==> src/rtl/aurora_link_pkg.sv <==
// rtl/aurora_link_pkg.sv - shared constants and state encoding for the Aurora link sequencer
package aurora_link_pkg;
  localparam int CNT_W   = 24;
  localparam int RETRY_W = 8;

  typedef enum logic [2:0] {
    ST_RESET_GT      = 3'd0,
    ST_WAIT_LOCK     = 3'd1,
    ST_RESET_AURORA  = 3'd2,
    ST_WAIT_CHANNEL  = 3'd3,
    ST_LINK_UP       = 3'd4,
    ST_FAILED        = 3'd5
  } link_state_e;
endpackage

==> src/rtl/aurora_link_sync.sv <==
// rtl/aurora_link_sync.sv - N-bit two-flop synchronizer with per-bit reset value
module aurora_link_sync
  import aurora_link_pkg::*;
#(
  parameter int             N       = 1,
  parameter logic [N-1:0]   RST_VAL = '0
) (
  input  logic         clk,
  input  logic         rst,
  input  logic [N-1:0] d,
  output logic [N-1:0] q
);

  logic [N-1:0] meta_q, meta_d;
  logic [N-1:0] sync_q, sync_d;

  always_comb begin
    meta_d = d;
    sync_d = meta_q;
  end

  always_ff @(posedge clk) begin
    if (rst) begin
      meta_q <= RST_VAL;
      sync_q <= RST_VAL;
    end else begin
      meta_q <= meta_d;
      sync_q <= sync_d;
    end
  end

  assign q = sync_q;

endmodule

==> src/rtl/aurora_link_sequencer.sv <==
// rtl/aurora_link_sequencer.sv - GT/Aurora reset ordering, lock/channel wait and retry control
module aurora_link_sequencer
  import aurora_link_pkg::*;
#(
  parameter int GT_RESET_CYCLES     = 128,
  parameter int AURORA_RESET_CYCLES = 64,
  parameter int LOCK_TIMEOUT        = 1048576,
  parameter int CHANNEL_TIMEOUT     = 4194304,
  parameter int UP_STABLE_CYCLES    = 16,
  parameter int MAX_RETRIES         = 8
) (
  input  logic               INIT_CLK,
  input  logic               RESET,
  input  logic               PLL_NOT_LOCKED,
  input  logic               CHANNEL_UP,
  input  logic               HARD_ERR,
  input  logic               REARM,
  output logic               GT_RESET,
  output logic               AURORA_RESET,
  output logic               LINK_READY,
  output logic               LINK_FAIL,
  output logic [2:0]         STATE,
  output logic [RETRY_W-1:0] RETRY_COUNT
);

  // The cycle counter is zero on the first cycle of a state, so "N cycles" ends at N-1.
  localparam logic [CNT_W-1:0]   GT_LAST   = CNT_W'(GT_RESET_CYCLES - 1);
  localparam logic [CNT_W-1:0]   AR_LAST   = CNT_W'(AURORA_RESET_CYCLES - 1);
  localparam logic [CNT_W-1:0]   LOCK_LAST = CNT_W'(LOCK_TIMEOUT - 1);
  localparam logic [CNT_W-1:0]   CHAN_LAST = CNT_W'(CHANNEL_TIMEOUT - 1);
  localparam logic [CNT_W-1:0]   UP_NEED   = CNT_W'(UP_STABLE_CYCLES);
  localparam logic [RETRY_W-1:0] RETRY_SAT = '1;

  logic [2:0] sync_s;
  logic       lock_lost_s, chan_s, herr_s;

  aurora_link_sync #(
    .N       (3),
    .RST_VAL (3'b001)
  ) u_sync (
    .clk (INIT_CLK),
    .rst (RESET),
    .d   ({HARD_ERR, CHANNEL_UP, PLL_NOT_LOCKED}),
    .q   (sync_s)
  );

  assign lock_lost_s = sync_s[0];
  assign chan_s      = sync_s[1];
  assign herr_s      = sync_s[2];

  logic [2:0]         state_q, state_d;
  logic [CNT_W-1:0]   cnt_q, cnt_d;
  logic [CNT_W-1:0]   stab_q, stab_d;
  logic [RETRY_W-1:0] retry_q, retry_d;
  logic               gt_reset_q, gt_reset_d;
  logic               aurora_reset_q, aurora_reset_d;
  logic               link_ready_q, link_ready_d;
  logic               link_fail_q, link_fail_d;
  logic [RETRY_W-1:0] retry_inc;
  logic [2:0]         fail_state;
  logic               fail;

  always_comb begin
    retry_inc  = (retry_q == RETRY_SAT) ? retry_q : retry_q + 1'b1;
    fail_state = (MAX_RETRIES != 0 && 32'(retry_inc) >= MAX_RETRIES) ? ST_FAILED : ST_RESET_GT;
    fail       = 1'b0;
    state_d    = state_q;
    retry_d    = retry_q;

    // Fail conditions are tested first so they win over any success edge in the same cycle.
    case (state_q)
      ST_RESET_GT: begin
        if (cnt_q == GT_LAST) state_d = ST_WAIT_LOCK;
      end
      ST_WAIT_LOCK: begin
        if (cnt_q == LOCK_LAST)  fail = 1'b1;
        else if (!lock_lost_s)   state_d = ST_RESET_AURORA;
      end
      ST_RESET_AURORA: begin
        if (lock_lost_s)         fail = 1'b1;
        else if (cnt_q == AR_LAST) state_d = ST_WAIT_CHANNEL;
      end
      ST_WAIT_CHANNEL: begin
        if (cnt_q == CHAN_LAST || lock_lost_s || herr_s) begin
          fail = 1'b1;
        end else if (stab_q >= UP_NEED) begin
          state_d = ST_LINK_UP;
          retry_d = '0;
        end
      end
      ST_LINK_UP: begin
        if (!chan_s || herr_s || lock_lost_s) fail = 1'b1;
      end
      ST_FAILED: begin
        if (REARM) begin
          state_d = ST_RESET_GT;
          retry_d = '0;
        end
      end
      default: state_d = ST_RESET_GT;
    endcase

    if (fail) begin
      state_d = fail_state;
      retry_d = retry_inc;
    end

    cnt_d  = (state_d != state_q) ? '0 : cnt_q + 1'b1;
    stab_d = !chan_s ? '0 : ((stab_q == '1) ? stab_q : stab_q + 1'b1);

    gt_reset_d     = (state_d == ST_RESET_GT) || (state_d == ST_FAILED);
    aurora_reset_d = (state_d == ST_RESET_GT) || (state_d == ST_WAIT_LOCK) ||
                     (state_d == ST_RESET_AURORA) || (state_d == ST_FAILED);
    link_ready_d   = (state_d == ST_LINK_UP);
    link_fail_d    = (state_d == ST_FAILED);
  end

  always_ff @(posedge INIT_CLK) begin
    if (RESET) begin
      state_q        <= ST_RESET_GT;
      cnt_q          <= '0;
      stab_q         <= '0;
      retry_q        <= '0;
      gt_reset_q     <= 1'b1;
      aurora_reset_q <= 1'b1;
      link_ready_q   <= 1'b0;
      link_fail_q    <= 1'b0;
    end else begin
      state_q        <= state_d;
      cnt_q          <= cnt_d;
      stab_q         <= stab_d;
      retry_q        <= retry_d;
      gt_reset_q     <= gt_reset_d;
      aurora_reset_q <= aurora_reset_d;
      link_ready_q   <= link_ready_d;
      link_fail_q    <= link_fail_d;
    end
  end

  assign GT_RESET     = gt_reset_q;
  assign AURORA_RESET = aurora_reset_q;
  assign LINK_READY   = link_ready_q;
  assign LINK_FAIL    = link_fail_q;
  assign STATE        = state_q;
  assign RETRY_COUNT  = retry_q;

endmodule

==> config.mk <==
export PLATFORM = sky130hd
export DESIGN_NAME = aurora_link_sequencer
export DESIGN_NICKNAME = d
export VERILOG_FILES = /design/src/rtl/aurora_link_pkg.sv /design/src/rtl/aurora_link_sync.sv /design/src/rtl/aurora_link_sequencer.sv
export SDC_FILE = /design/constraint.sdc
export NUM_CORES = 1
export LEC_CHECK = 0
export BUFFER_PORTS_ARGS = -buffer_cell sky130_fd_sc_hd__clkbuf_2
export CAP_MARGIN = 20
export CORE_AREA = 2 2 89 91
export CTS_CLUSTER_DIAMETER = 50
export DETAILED_ROUTE_END_ITERATION = 6
export DIE_AREA = 0 0 91 93
export PLACE_DENSITY_LB_ADDON = 0.1
export SLEW_MARGIN = 20
export SYNTH_ARGS = -nofsm -noshare
export SYNTH_HDL_FRONTEND = slang
export SYNTH_SLANG_ARGS = --single-unit
==> constraint.sdc <==
create_clock -name INIT_CLK -period 3.2 [get_ports INIT_CLK]
set_input_delay 0.64 -clock INIT_CLK [delete_from_list [all_inputs] [get_ports INIT_CLK]]
set_output_delay 0.64 -clock INIT_CLK [all_outputs]
set_load 0.02 [all_outputs]
==> results.tsv <==
stage	metric	value	unit
run_status	outcome	complete, no violations	
synth	top cell type's share of synthesized area	39.0	%
setup_path	CP endpoint kind	flop	
die	Core Area	0.00753	sq mm
clocking	Worst-Skew Late Latency	0.35	ns
global_route	GRT overflow	0	
global_route	initial antenna violation count	0	
sta	Slew HR	35.5	%
sta	Worst-Margin Slew	0.965	ns
layout	final net count	424	
routing	Via density	5.40	
placement	HPWL Detailed	4850	um
setup_path	Worst Setup Path Type	reg2reg	
pwr	power per cell area	452	mW/mm^2
flow_run	Max-cap violations	0	
setup_path	Top delay family on crit path	compound AO/OA/AOI/OAI gates	
synth	Synth Instances	394	
clocking	Num CTS Buffers	9	
synth	Yosys top cell by area	dfxtp_1	
sta	Clock Skews	0.0110	ns
sta	Final setup violation count	0	
synth	async set-reset flop share out of synthesis	0	%
routing	Iter 0 DRT Violations	151	
synth	Seq/Total Area, Yosys	39.0	%
setup_path	CP max FO	24	
clocking	Post-CTS Hold Fix Bufs	0	
setup_path	crit path from	cnt_q[0]$_SDFF_PP0_	
sta	WHS	0.421	ns
layout	layout cells sized above 1	19.1	%
setup_path	slowest CP cell	nor4_4	
synth	YS warnings	0	
clocking	clk buf depth	2	
clocking	CTS H-Tree Depth	3	
routing	routed wire length	7090	um
layout	area growth from synthesis to layout	10.5	%
placement	Placement Cell Area	0.00371	sq mm
die	floorplan row count	32	
sta	setup tns final	0	ns
synth	Top FF cell, synth	dfxtp_1	
die	# IOs	21	
clocking	CTS root buf	clkbuf_8	
global_route	number of global-route vias before repair	2680	
sta	worst setup margin	0.601	ns
synth	Synth Net Count	404	
setup_path	Largest stage delay, worst path	0.43	ns
pwr	total chip power	1.77	mW
pwr	maximum vdd ir drop	0.000324	V
setup_path	crit-path cells	ha_1 -> nand3_2 -> nor4_4 -> a41oi_1 -> o21ai_1 -> a31o_2 -> a21o_4 -> nor3b_1	
die	die area	0.00846	sq mm
setup_path	Startpoint Class	flop	
clocking	post_cts resized	0	
sta	Hold Vio Cnt, Final	0	
global_route	All-Layer GR Usage	18.2	%
placement	number of I/O port buffers	20	
clocking	CTS tree	built	
routing	DRC	0	
routing	DR vias	2812	
clocking	Setup Buffers After CTS	0	
synth	largest cells by area after synthesis	dfxtp_1, xor2_1, nor3_2	
routing	DR WL/cell	13.6	um
die	Initial Util	47.1	%
synth	Netlist Area Pre-Place	0.00354	sq mm
worst_hold_path	Tightest Hold Check Type	reg2reg	
sta	RSZ-0062 raised after global routing	false	
setup_path	Critical Path AT	2.82	ns
global_route	largest net degree at the start of global routing	25	
die	Die Ht	93	um
synth	Netlist cell types	54	
routing	Antenna Nets Post-Route	0	
synth	Post-synth EDFFs	0	
clocking	clock-pin slew on the worst setup and hold paths	0.07	ns
sta	fin crit share	81.2	%
placement	pre-CTS WS	0.588	ns
worst_hold_path	min-delay src	u_sync.meta_q[0]$_SDFF_PP1_	
setup_path	reg2reg start	cnt_q[0]$_SDFF_PP0_	
layout	finished layout cell area	0.00392	sq mm
placement	routability congestion estimate from global placement	0.860	
sta	Fmax	385	MHz
die	die width	91	um
clocking	Clock Sinks	69	
routing	Pre-antenna DRT Iters	4	
layout	Antenna Cells	0	
synth	synthesized flop and latch total	69	
sta	Tmin final	2.60	ns
sta	final slew viol count	0	
synth	Mapped Avg Cell Area	8.99	sq um
setup_path	WP data required	3.42	ns
global_route	first-pass GRT wire length	12600	um
setup_path	Bufs and invs on worst path	0	
pwr	static leakage	1.46	nW
[state kept, by name (all words and copies together) (netlist names)]
signal	cells
LINK_FAIL	1
cnt_q	24
LINK_READY	1
stab_q	24
u_sync.q	3
u_sync.meta_q	3
STATE	3
RETRY_COUNT	8
AURORA_RESET	1
GT_RESET	1
[where the power goes]
group          switching, mW  total, mW  internal [mW]
Sequential            0.0168      0.892          0.875
Clock                  0.328      0.763          0.436
Combinational         0.0720      0.116         0.0438
Total                  0.417       1.77           1.35
[path summary, 6_finish.rpt]
check	endpoint	slack, ns	cells past startpoint
worst max-delay path	cnt_q[15]$_SDFF_PP0_	0.60	8
worst min-delay path	u_sync.q[0]$_SDFF_PP1_	0.42	1
worst max register to register	cnt_q[15]$_SDFF_PP0_	0.60	8
worst min register to register	u_sync.q[0]$_SDFF_PP1_	0.42	1
[synthesized netlist by cell type, drive strengths merged, types with 9 or more instances]
| cell | n |
|---|---|
| nor3b | 9 |
| and3 | 13 |
| nor2 | 43 |
| nand4 | 15 |
| nor3 | 33 |
| xnor2 | 19 |
| xor2 | 26 |
| dfxtp | 69 |
| nand2 | 26 |
| nand3 | 21 |
| nor4 | 14 |
| inv | 12 |
| a21oi | 10 |
[per-stage QoR]
step,utilization [%],cells
2_1_floorplan,-,394
3_3_place_gp,49.3,505
3_5_place_dp,49.3,505
4_1_cts,52.0,521
5_1_grt,52.0,521
6_report,52.0,521
[metal layers]
metal,up-vias,GRT usage (%),routed length [um]
li1,1430,-,-
met1,1320,23.8,3530
met2,51,29.6,3220
met3,11,3.38,224
met4,0,7.70,111
met5,-,0,0
[cell usage in the layout, fill, tap and decap left out, types with 5 or more instances in the layout]
cell type,count
nor4_1,12
clkbuf_8,9
inv_1,12
nor3_2,21
clkbuf_2,20
and3_1,13
nor3b_1,9
xor2_1,26
nand2b_1,5
nand4_1,14
a21oi_1,9
xnor2_1,19
nand3_1,20
nand2_1,25
dfxtp_1,69
nor2b_1,8
or2_2,7
nor3_1,12
nor2_1,43
[final cells by class]
cell class | instances | area [sq um]
clock buffers | 11 | 131
clock inverters | 5 | 75.1
fillers | 762 | 3610
inverters | 12 | 45.0
multi-input cells | 298 | 2030
flip-flops and latches | 69 | 1380
well taps | 102 | 128
repair buffers | 24 | 130
[kinds of logic (layout without fill, tap and decap cells)]
group | count (synthesis) | count (layout) | share of synthesized area (%)
AO/OA/AOI/OAI | 38 | 38 | 8.30
XOR/XNOR | 45 | 45 | 11.1
adder cells (fa/ha/maj) | 4 | 4 | 1.41
buffers and inverters | 27 | 52 | 3.85
flip-flops | 69 | 69 | 39.0
multiplexers | 3 | 3 | 0.847
AND/OR/NAND/NOR | 208 | 208 | 35.5
No activity file was read; power rests on OpenSTA's default activity.
